<file path="config.mk">
export PLATFORM = sky130hd
export DESIGN_NAME = alu_arbiter
export DESIGN_NICKNAME = d
export VERILOG_FILES = /design/src/rtl/alu_arbiter.sv
export SDC_FILE = /design/constraint.sdc
export NUM_CORES = 1
export LEC_CHECK = 0
export CAP_MARGIN = 0
export CORE_UTILIZATION = 30
export CTS_CLUSTER_DIAMETER = 150
export DETAILED_ROUTE_END_ITERATION = 8
export PLACE_DENSITY = 0.71
export REMOVE_ABC_BUFFERS = 1
export SLEW_MARGIN = 30
export SYNTH_ARGS = -nofsm -noshare
export SYNTH_HDL_FRONTEND = slang
export SYNTH_SLANG_ARGS = --single-unit
</file>
<file path="constraint.sdc">
create_clock -name clk -period 1.3 [get_ports clk]
set_clock_uncertainty 0.05 [all_clocks]
set_input_delay 0.26 -clock clk [delete_from_list [all_inputs] [get_ports clk]]
set_output_delay 0.26 -clock clk [all_outputs]
set_load 0.03 [all_outputs]
</file>
<file path="src/rtl/alu_arbiter.sv">
// Round-robin arbiter sharing one combinational 4-bit ALU between two requesters.
// Optional divide-by-zero trapping is enabled by defining ALU_ARB_DIVZERO_EN.
module alu_arbiter (
  input  logic       clk,
  input  logic       rst,
  input  logic       req0,
  input  logic [3:0] req0_in0,
  input  logic [3:0] req0_in1,
  input  logic [2:0] req0_sel,
  input  logic       req1,
  input  logic [3:0] req1_in0,
  input  logic [3:0] req1_in1,
  input  logic [2:0] req1_sel,
  output logic       gnt0,
  output logic       gnt1,
  output logic [3:0] alu_in0,
  output logic [3:0] alu_in1,
  output logic [2:0] alu_sel,
  input  logic [3:0] alu_out,
  output logic       rsp_valid,
  output logic       rsp_id,
  output logic [3:0] rsp_data,
  output logic       rsp_err,
  input  logic       rsp_ready,
  output logic       busy
);

  typedef enum logic [1:0] {StIdle, StExec, StResp} state_e;

  state_e     state_q, state_d;
  logic       ptr_q, ptr_d;
  logic       gnt0_q, gnt0_d;
  logic       gnt1_q, gnt1_d;
  logic [3:0] alu_in0_q, alu_in0_d;
  logic [3:0] alu_in1_q, alu_in1_d;
  logic [2:0] alu_sel_q, alu_sel_d;
  logic       rsp_valid_q, rsp_valid_d;
  logic       rsp_id_q, rsp_id_d;
  logic [3:0] rsp_data_q, rsp_data_d;
  logic [3:0] exec_data;
  logic       win;

`ifdef ALU_ARB_DIVZERO_EN
  logic rsp_err_q, rsp_err_d;
  logic div_zero;

  assign div_zero  = (alu_sel_q == 3'b011) && (alu_in1_q == 4'h0);
  assign exec_data = div_zero ? 4'hF : alu_out;

  always_comb begin
    rsp_err_d = rsp_err_q;
    if (state_q == StExec) rsp_err_d = div_zero;
  end

  always_ff @(posedge clk) begin
    if (rst) rsp_err_q <= 1'b0;
    else     rsp_err_q <= rsp_err_d;
  end

  assign rsp_err = rsp_err_q;
`else
  assign exec_data = alu_out;
  assign rsp_err   = 1'b0;
`endif

  // Lone request wins; on contention the pointer decides.
  assign win = (req0 && req1) ? ptr_q : req1;

  always_comb begin
    state_d     = state_q;
    ptr_d       = ptr_q;
    gnt0_d      = 1'b0;
    gnt1_d      = 1'b0;
    alu_in0_d   = alu_in0_q;
    alu_in1_d   = alu_in1_q;
    alu_sel_d   = alu_sel_q;
    rsp_valid_d = rsp_valid_q;
    rsp_id_d    = rsp_id_q;
    rsp_data_d  = rsp_data_q;
    case (state_q)
      StIdle: begin
        if (req0 || req1) begin
          state_d  = StExec;
          ptr_d    = ~win;
          rsp_id_d = win;
          if (win) begin
            gnt1_d    = 1'b1;
            alu_in0_d = req1_in0;
            alu_in1_d = req1_in1;
            alu_sel_d = req1_sel;
          end else begin
            gnt0_d    = 1'b1;
            alu_in0_d = req0_in0;
            alu_in1_d = req0_in1;
            alu_sel_d = req0_sel;
          end
        end
      end
      StExec: begin
        rsp_data_d  = exec_data;
        rsp_valid_d = 1'b1;
        state_d     = StResp;
      end
      StResp: begin
        if (rsp_ready) begin
          rsp_valid_d = 1'b0;
          state_d     = StIdle;
        end
      end
      default: state_d = StIdle;
    endcase
  end

  always_ff @(posedge clk) begin
    if (rst) begin
      state_q     <= StIdle;
      ptr_q       <= 1'b0;
      gnt0_q      <= 1'b0;
      gnt1_q      <= 1'b0;
      alu_in0_q   <= 4'h0;
      alu_in1_q   <= 4'h0;
      alu_sel_q   <= 3'h0;
      rsp_valid_q <= 1'b0;
      rsp_id_q    <= 1'b0;
      rsp_data_q  <= 4'h0;
    end else begin
      state_q     <= state_d;
      ptr_q       <= ptr_d;
      gnt0_q      <= gnt0_d;
      gnt1_q      <= gnt1_d;
      alu_in0_q   <= alu_in0_d;
      alu_in1_q   <= alu_in1_d;
      alu_sel_q   <= alu_sel_d;
      rsp_valid_q <= rsp_valid_d;
      rsp_id_q    <= rsp_id_d;
      rsp_data_q  <= rsp_data_d;
    end
  end

  assign gnt0      = gnt0_q;
  assign gnt1      = gnt1_q;
  assign alu_in0   = alu_in0_q;
  assign alu_in1   = alu_in1_q;
  assign alu_sel   = alu_sel_q;
  assign rsp_valid = rsp_valid_q;
  assign rsp_id    = rsp_id_q;
  assign rsp_data  = rsp_data_q;
  assign busy      = (state_q != StIdle);

endmodule
</file>
==> results of run 1 <==
==> per-layer routing <==
| layer | wire length [um] | up-vias | part of all wire [%] |
|---|---|---|---|
| li1 | - | 414 | - |
| met1 | 964 | 366 | 43 |
| met2 | 1090 | 32 | 48 |
| met3 | 161 | 2 | 7.2 |
| met4 | 27 | 0 | 1.2 |
| met5 | 0 | - | 0 |
==> worst min-delay path, delay by kind of cell (launching register included) <==
family	cells	cell delay, ps
flip-flops	1	330
AND/OR/NAND/NOR	2	90
==> stage by stage <==
step	instances	setup slack, ps	power (mW)	hold slack [ps]	utilization [%]
2_1_floorplan	83	-47.3	1.03	282	-
3_3_place_gp	171	-346	1.27	378	53.6
3_5_place_dp	171	-433	1.28	388	53.6
4_1_cts	176	-79.5	1.80	405	56.6
5_1_grt	176	-140	1.86	413	56.7
6_report	176	-70.1	1.79	400	56.7
==> state kept, by name (all words and copies together) (netlist names) <==
register	cells
alu_in0	4
alu_in1	4
alu_sel	3
gnt0	1
gnt1	1
ptr_q	1
rsp_data	4
rsp_id	1
rsp_valid	1
state_q	2
==> cell type report <==
| cell class | count | area [sq um] |
|---|---|---|
| repair buffers | 58 | 529 |
| flip-flops and latches | 22 | 442 |
| clock inverters | 1 | 30.0 |
| well taps | 30 | 37.5 |
| fillers | 251 | 1110 |
| multi-input cells | 60 | 388 |
| inverters | 2 | 7.51 |
| clock buffers | 3 | 22.5 |
==> placed cells by master (no fill, tap or decap), types with 2 or more instances in the layout <==
cell type,synthesis,final
buf_4,1,21
o21ai_0,6,5
clkdlybuf4s15_2,0,3
dfxtp_1,22,21
nor2_1,8,8
a22oi_1,8,8
inv_1,2,2
mux2i_1,7,7
nand2_1,19,19
buf_6,0,2
clkbuf_4,0,3
clkdlybuf4s50_1,0,30
==> report_power, final <==
| part | switching [mW] | internal [mW] |
|---|---|---|
| Combinational | 0.254 | 0.246 |
| Clock | 0.198 | 0.311 |
| Sequential | 0.0365 | 0.739 |
| Total | 0.489 | 1.30 |
==> path summary, 6_finish.rpt <==
kind                      startpoint                      end  slack (ps)  depth (start not counted)
max          state_q[1]$_SDFFE_PP0P_                     busy         -70                          2
max reg2reg  state_q[1]$_SDFFE_PP0P_  alu_in0[2]$_SDFFE_PP0P_         -50                          6
min          alu_sel[1]$_SDFFE_PP0P_  alu_sel[1]$_SDFFE_PP0P_         400                          2
min reg2reg  alu_sel[1]$_SDFFE_PP0P_  alu_sel[1]$_SDFFE_PP0P_         400                          2
==> timing repair <==
action                                  CTS  global route
endpoints found under the setup margin   18            15
pin swaps                                 4             0
gates resized for setup                  23             2
gates cloned                              1             0
==> kinds of logic after synthesis <==
kind of cell / count (synthesis)
AOI/OAI and AO/OA: 19
DFF: 22
muxes: 7
buffers and inverters: 7
other: 1
and+or+nand+nor: 32
==> impl_metrics.toml, run 1 <==
[sta]
maxSlewViolCount = 0
final-setup-viol-count = 10
finalHoldViolCount = 0
fin_setup_tns_ps = -594
period_needed_ps = 1370
layout_setup_ws_ps = -70.1
period_share_pct = 105
max_freq_mhz = 730
rsz0062_at_grt = "true"

[yosys]
synthAdderAreaFrac_pct = 0
synthTopCellsByArea = "dfxtp_1 52%, nand2_1 8.5%, mux2i_1 8.3%, a22oi_1 7.2%, o21ai_0 3.6%"
ys_ff_latch = 22
synth.top_cell.area_share_pct = 52.5
ys.flop_type = "dfxtp_1"
ys_warn_count = 0
synth_cell_types = 21
synth.most_common_cell = "dfxtp_1"
synth_compound_gate_area_share_pct = 18.3
yosys.area.top_type = "dfxtp_1"
synth_edf_count = 0
synth-xor-area-share_pct = 0
syn_inst = 88
synth_top_family_by_area = "compound AO/OA/AOI/OAI gates"
yosys-top-cells-count = "22 x dfxtp_1, 19 x nand2_1, 8 x a22oi_1, 8 x nor2_1, 7 x mux2i_1"
yosysSeqAreaShare_pct = 52.5
muxShareOfSynthArea_pct = 8.35
syn-mean-instance-area_sq_um = 9.54
ys_async_sr_fraction_pct = 0
synth_simple_gate_area_share_pct = 16.5
syn_area_sq_um = 840

[setup_path]
worstPathArrival_ps = 1060
worst_setup_path_end_kind = "output port"
cp_max_fo = 2
cpLargestDelayFamily = "flip-flops"
crit_buf_inv = 1
cp_cell_sequence = "or2_4 > buf_2"
crit_path_start_kind = "flip-flop"
critPathKind = "flip-flop to output port"
critPathSlowestCell = "dfxtp_2"
critPathMaxStageDelay_ps = 340
required_ps = 990

[floorplan]
boundaryPins = 52
initial_core_util_pct = 32.7
num_rows = 18
die_h_um = 54.9
die_area_sq_mm = 0.00301
core_area_sq_mm = 0.00257
die_width_um = 54.9

[power]
power_density_mw_per_mm2 = 1230
peakVddDrop_mv = 0.666
static-leakage-power_nw = 0.666

[layout]
drive_gt1_share_pct = 27.4
areaGrowthSynthToFinish_pct = 73.5
diodes = 0
fin_nets = 178
final_area_sq_mm = 0.00146

[worst_hold_path]
hp-class = "flip-flop to flip-flop"

[clock_tree]
cts_buffers = 3
cts_tree = "done"
htree_levels = 1
postCtsHoldBufs = 0
post-cts-setup-buffers = 0
cts_buffer_depth = 2
clk_pin_slew_ps = 120
clock_latency_ps = 300
cts.root.buffer_cell = "clkbuf_4"
clock_sinks = 22

[global_route]
antenna_found_initial = 0
overflow = 0
grt_use_total_pct = 15.4
grt_busiest_layer = "met2"
met2_usage_pct = 28.3
grt_pass1_wl_um = 3240
grtUsageMet1_pct = 16.8
grt_pass1_vias = 773
grt_max_degree = 14
gr-usage-met3_pct = 2.46

[placement]
hpwlAfterDp_um = 1750
placed_cell_area_sq_mm = 0.00138
numPortBuffers = 50
gp_congestion = 0.779

[detailed_routing]
drt_pass1_iterations = 4
wl_per_cell_um = 12.7
vias_per_cell = 4.63
final_antenna_net_count = 0
drcViolationCount = 0
wirelength_um = 2240
dr_total_vias = 814
drt-initial-drc-count = 8

[status]
violations = "negative setup slack"
status = "complete, but fails checks"

[flow_run]
maxCapViolations = 0
(Power assumes the default switching activity.)
==> run 2: changes to the inputs <==
--- a/config.mk
+++ b/config.mk
@@ -5,6 +5,7 @@
 export SDC_FILE = /design/constraint.sdc
 export NUM_CORES = 1
 export LEC_CHECK = 0
+export ABC_CLOCK_PERIOD_IN_PS = 1300
 export CAP_MARGIN = 0
 export CORE_UTILIZATION = 30
 export CTS_CLUSTER_DIAMETER = 150
==> results of run 2 <==
Final layout, timing and power as in run 1 (identical DEF).
==> run 3: changes to the inputs <==
--- a/config.mk
+++ b/config.mk
@@ -7,7 +7,9 @@
 export LEC_CHECK = 0
 export ABC_CLOCK_PERIOD_IN_PS = 1300
 export CAP_MARGIN = 0
+export CORE_MARGIN = 5
 export CORE_UTILIZATION = 30
+export CTS_BUF_LIST = sky130_fd_sc_hd__clkbuf_4 sky130_fd_sc_hd__clkbuf_8 sky130_fd_sc_hd__clkbuf_16
 export CTS_CLUSTER_DIAMETER = 150
 export DETAILED_ROUTE_END_ITERATION = 8
 export PLACE_DENSITY = 0.71
==> run 3 against run 2 <==
Effect of this change:
- the flow still finishes with violations (negative setup slack)
- critical path depth stayed put
- first-iteration DRC count up 63%
- sequential power is essentially flat
- largest cell class unchanged
- worst setup slack improved by 9.3 ps
==> impl_metrics.toml, run 3 (synthesized netlist as in run 1, its figures left out) <==
[sta]
layout_setup_ws_ps = -60.8
period_share_pct = 105
max_freq_mhz = 735
period_needed_ps = 1360
final-setup-viol-count = 1
rsz0062_at_grt = "true"
finalHoldViolCount = 0
maxSlewViolCount = 0

[detailed_routing]
dr_total_vias = 806
vias_per_cell = 4.53
top_layer = "met4"
wl_met3_um = 147
wirelength_um = 2380
met2_length_um = 1250
final_antenna_net_count = 0
wl_per_cell_um = 13.4
drcViolationCount = 0
met1_length_um = 959
drt-initial-drc-count = 13
drt_pass1_iterations = 4

[clock_tree]
postCtsHoldBufs = 0
cts_buffer_depth = 2
clock_sinks = 22
cts.root.buffer_cell = "clkbuf_4"
cts_buffers = 3
clock_latency_ps = 300
htree_levels = 1
cts_tree = "done"
clk_pin_slew_ps = 130

[layout]
regArea_sq_um = 442
fillers = 247
mostFrequentLayoutCells = "27 x buf_4, 27 x clkdlybuf4s50_1, 21 x dfxtp_1, 19 x nand2_1"
diodes = 0
fin_nets = 179
final_area_sq_mm = 0.00149
drive_gt1_share_pct = 34.0
post-route-util_pct = 55.1
multi_input_area_sq_um = 412
areaGrowthSynthToFinish_pct = 77.8

[floorplan]
boundaryPins = 52
num_rows = 19
die_area_sq_mm = 0.00396
core_area_sq_mm = 0.00271
initial_core_util_pct = 31.0
die_width_um = 62.9
die_h_um = 62.9

[power]
peakVddDrop_mv = 1.18
power_density_mw_per_mm2 = 1210
static-leakage-power_nw = 0.697

[placement]
placed_cell_area_sq_mm = 0.00137
hpwlAfterDp_um = 1930
numPortBuffers = 50
gp_congestion = 0.736

[global_route]
grt_pass1_vias = 889
overflow = 0
grt_use_total_pct = 12.4
grt_max_degree = 14
grt_pass1_wl_um = 4020
antenna_found_initial = 0

[setup_path]
critPathKind = "flip-flop to output port"
worst_setup_path_end_kind = "output port"
worstReg2RegStart = "state_q[1]$_SDFFE_PP0P_"
reg2reg_depth = 3
setup.worst_path.end = "busy"
cp_max_fo = 3
required_ps = 990
crit_start = "state_q[1]$_SDFFE_PP0P_"
crit_path_start_kind = "flip-flop"
worstPathArrival_ps = 1050
r2r-end = "ptr_q$_SDFFE_PP0P_"
r2r_slack_ps = 10

[worst_hold_path]
hp-class = "primary input to flip-flop"

[status]
status = "complete, but fails checks"
violations = "negative setup slack"

[flow_run]
maxCapViolations = 0
==> run 3: cell types whose count changed in the layout (fill, tap and decap cells not counted), moves of 2 or more <==
cell	change
a22oi_2	+8
dlymetal6s2s_1	+2
a22oi_1	-8
clkdlybuf4s15_2	-2
clkdlybuf4s50_1	-3
buf_4	+6
==> run 3: where the power goes <==
part	leakage, nW	switching [mW]	internal (mW)
Clock	0.0279	0.208	0.312
Sequential	0.182	0.0349	0.739
Combinational	0.488	0.263	0.249
==> run 3: routing by layer <==
layer	global-route usage, %	vias to the layer above
met2	22.4	30
met1	13.5	357
met3	4.32	2
li1	-	417
met5	0	-
met4	3.18	0
==> run 3: what timing repair did <==
action / CTS / global route
setup buffers: 0 / 0
cloned: 0 / 1
endpoints found under the hold margin: 0 / 0
endpoints found under the setup margin: 12 / 14
gates resized for setup: 9 / 12
pin swaps: 0 / 14
==> run 3: layout make-up <==
class | instances | area share (%)
Clock buffer | 3 | 1.51
Clock inverter | 1 | 2.01
Inverter | 2 | 0.503
Multi-Input combinational cell | 59 | 27.6
Sequential cell | 22 | 29.6
Tap cell | 31 | 2.60
Timing Repair Buffer | 60 | 36.2
==> run 3: critical path, cell delays in order, from the launching register on <==
cell     delay [ps]
dfxtp_2         340
or2_4           270
buf_6           140
==> run 3: how the worst min path moves through the flow <==
stage | start | to | cells past startpoint
2_1_floorplan | rst | rsp_data[0]$_SDFFE_PP0P_ | 1
3_3_place_gp | alu_in0[0]$_SDFFE_PP0P_ | alu_in0[0]$_SDFFE_PP0P_ | 2
3_5_place_dp | alu_in0[1]$_SDFFE_PP0P_ | alu_in0[1]$_SDFFE_PP0P_ | 2
4_1_cts | alu_in0[1]$_SDFFE_PP0P_ | alu_in0[1]$_SDFFE_PP0P_ | 2
5_1_grt | req0 | gnt0$_SDFF_PP0_ | 4
6_report | rst | rsp_data[0]$_SDFFE_PP0P_ | 3
==> run 3: per-stage QoR <==
step	cells	TNS [ps]	hold WS (ps)	total power, mW	worst slack, ps
floorplan	83	-378	282	1.03	-47.3
global placement	173	-4430	380	1.27	-340
detailed placement	173	-4750	389	1.28	-361
CTS	177	-70.4	406	1.80	-70.4
global route	178	-522	394	1.89	-99.2
finish	178	-60.8	373	1.80	-60.8
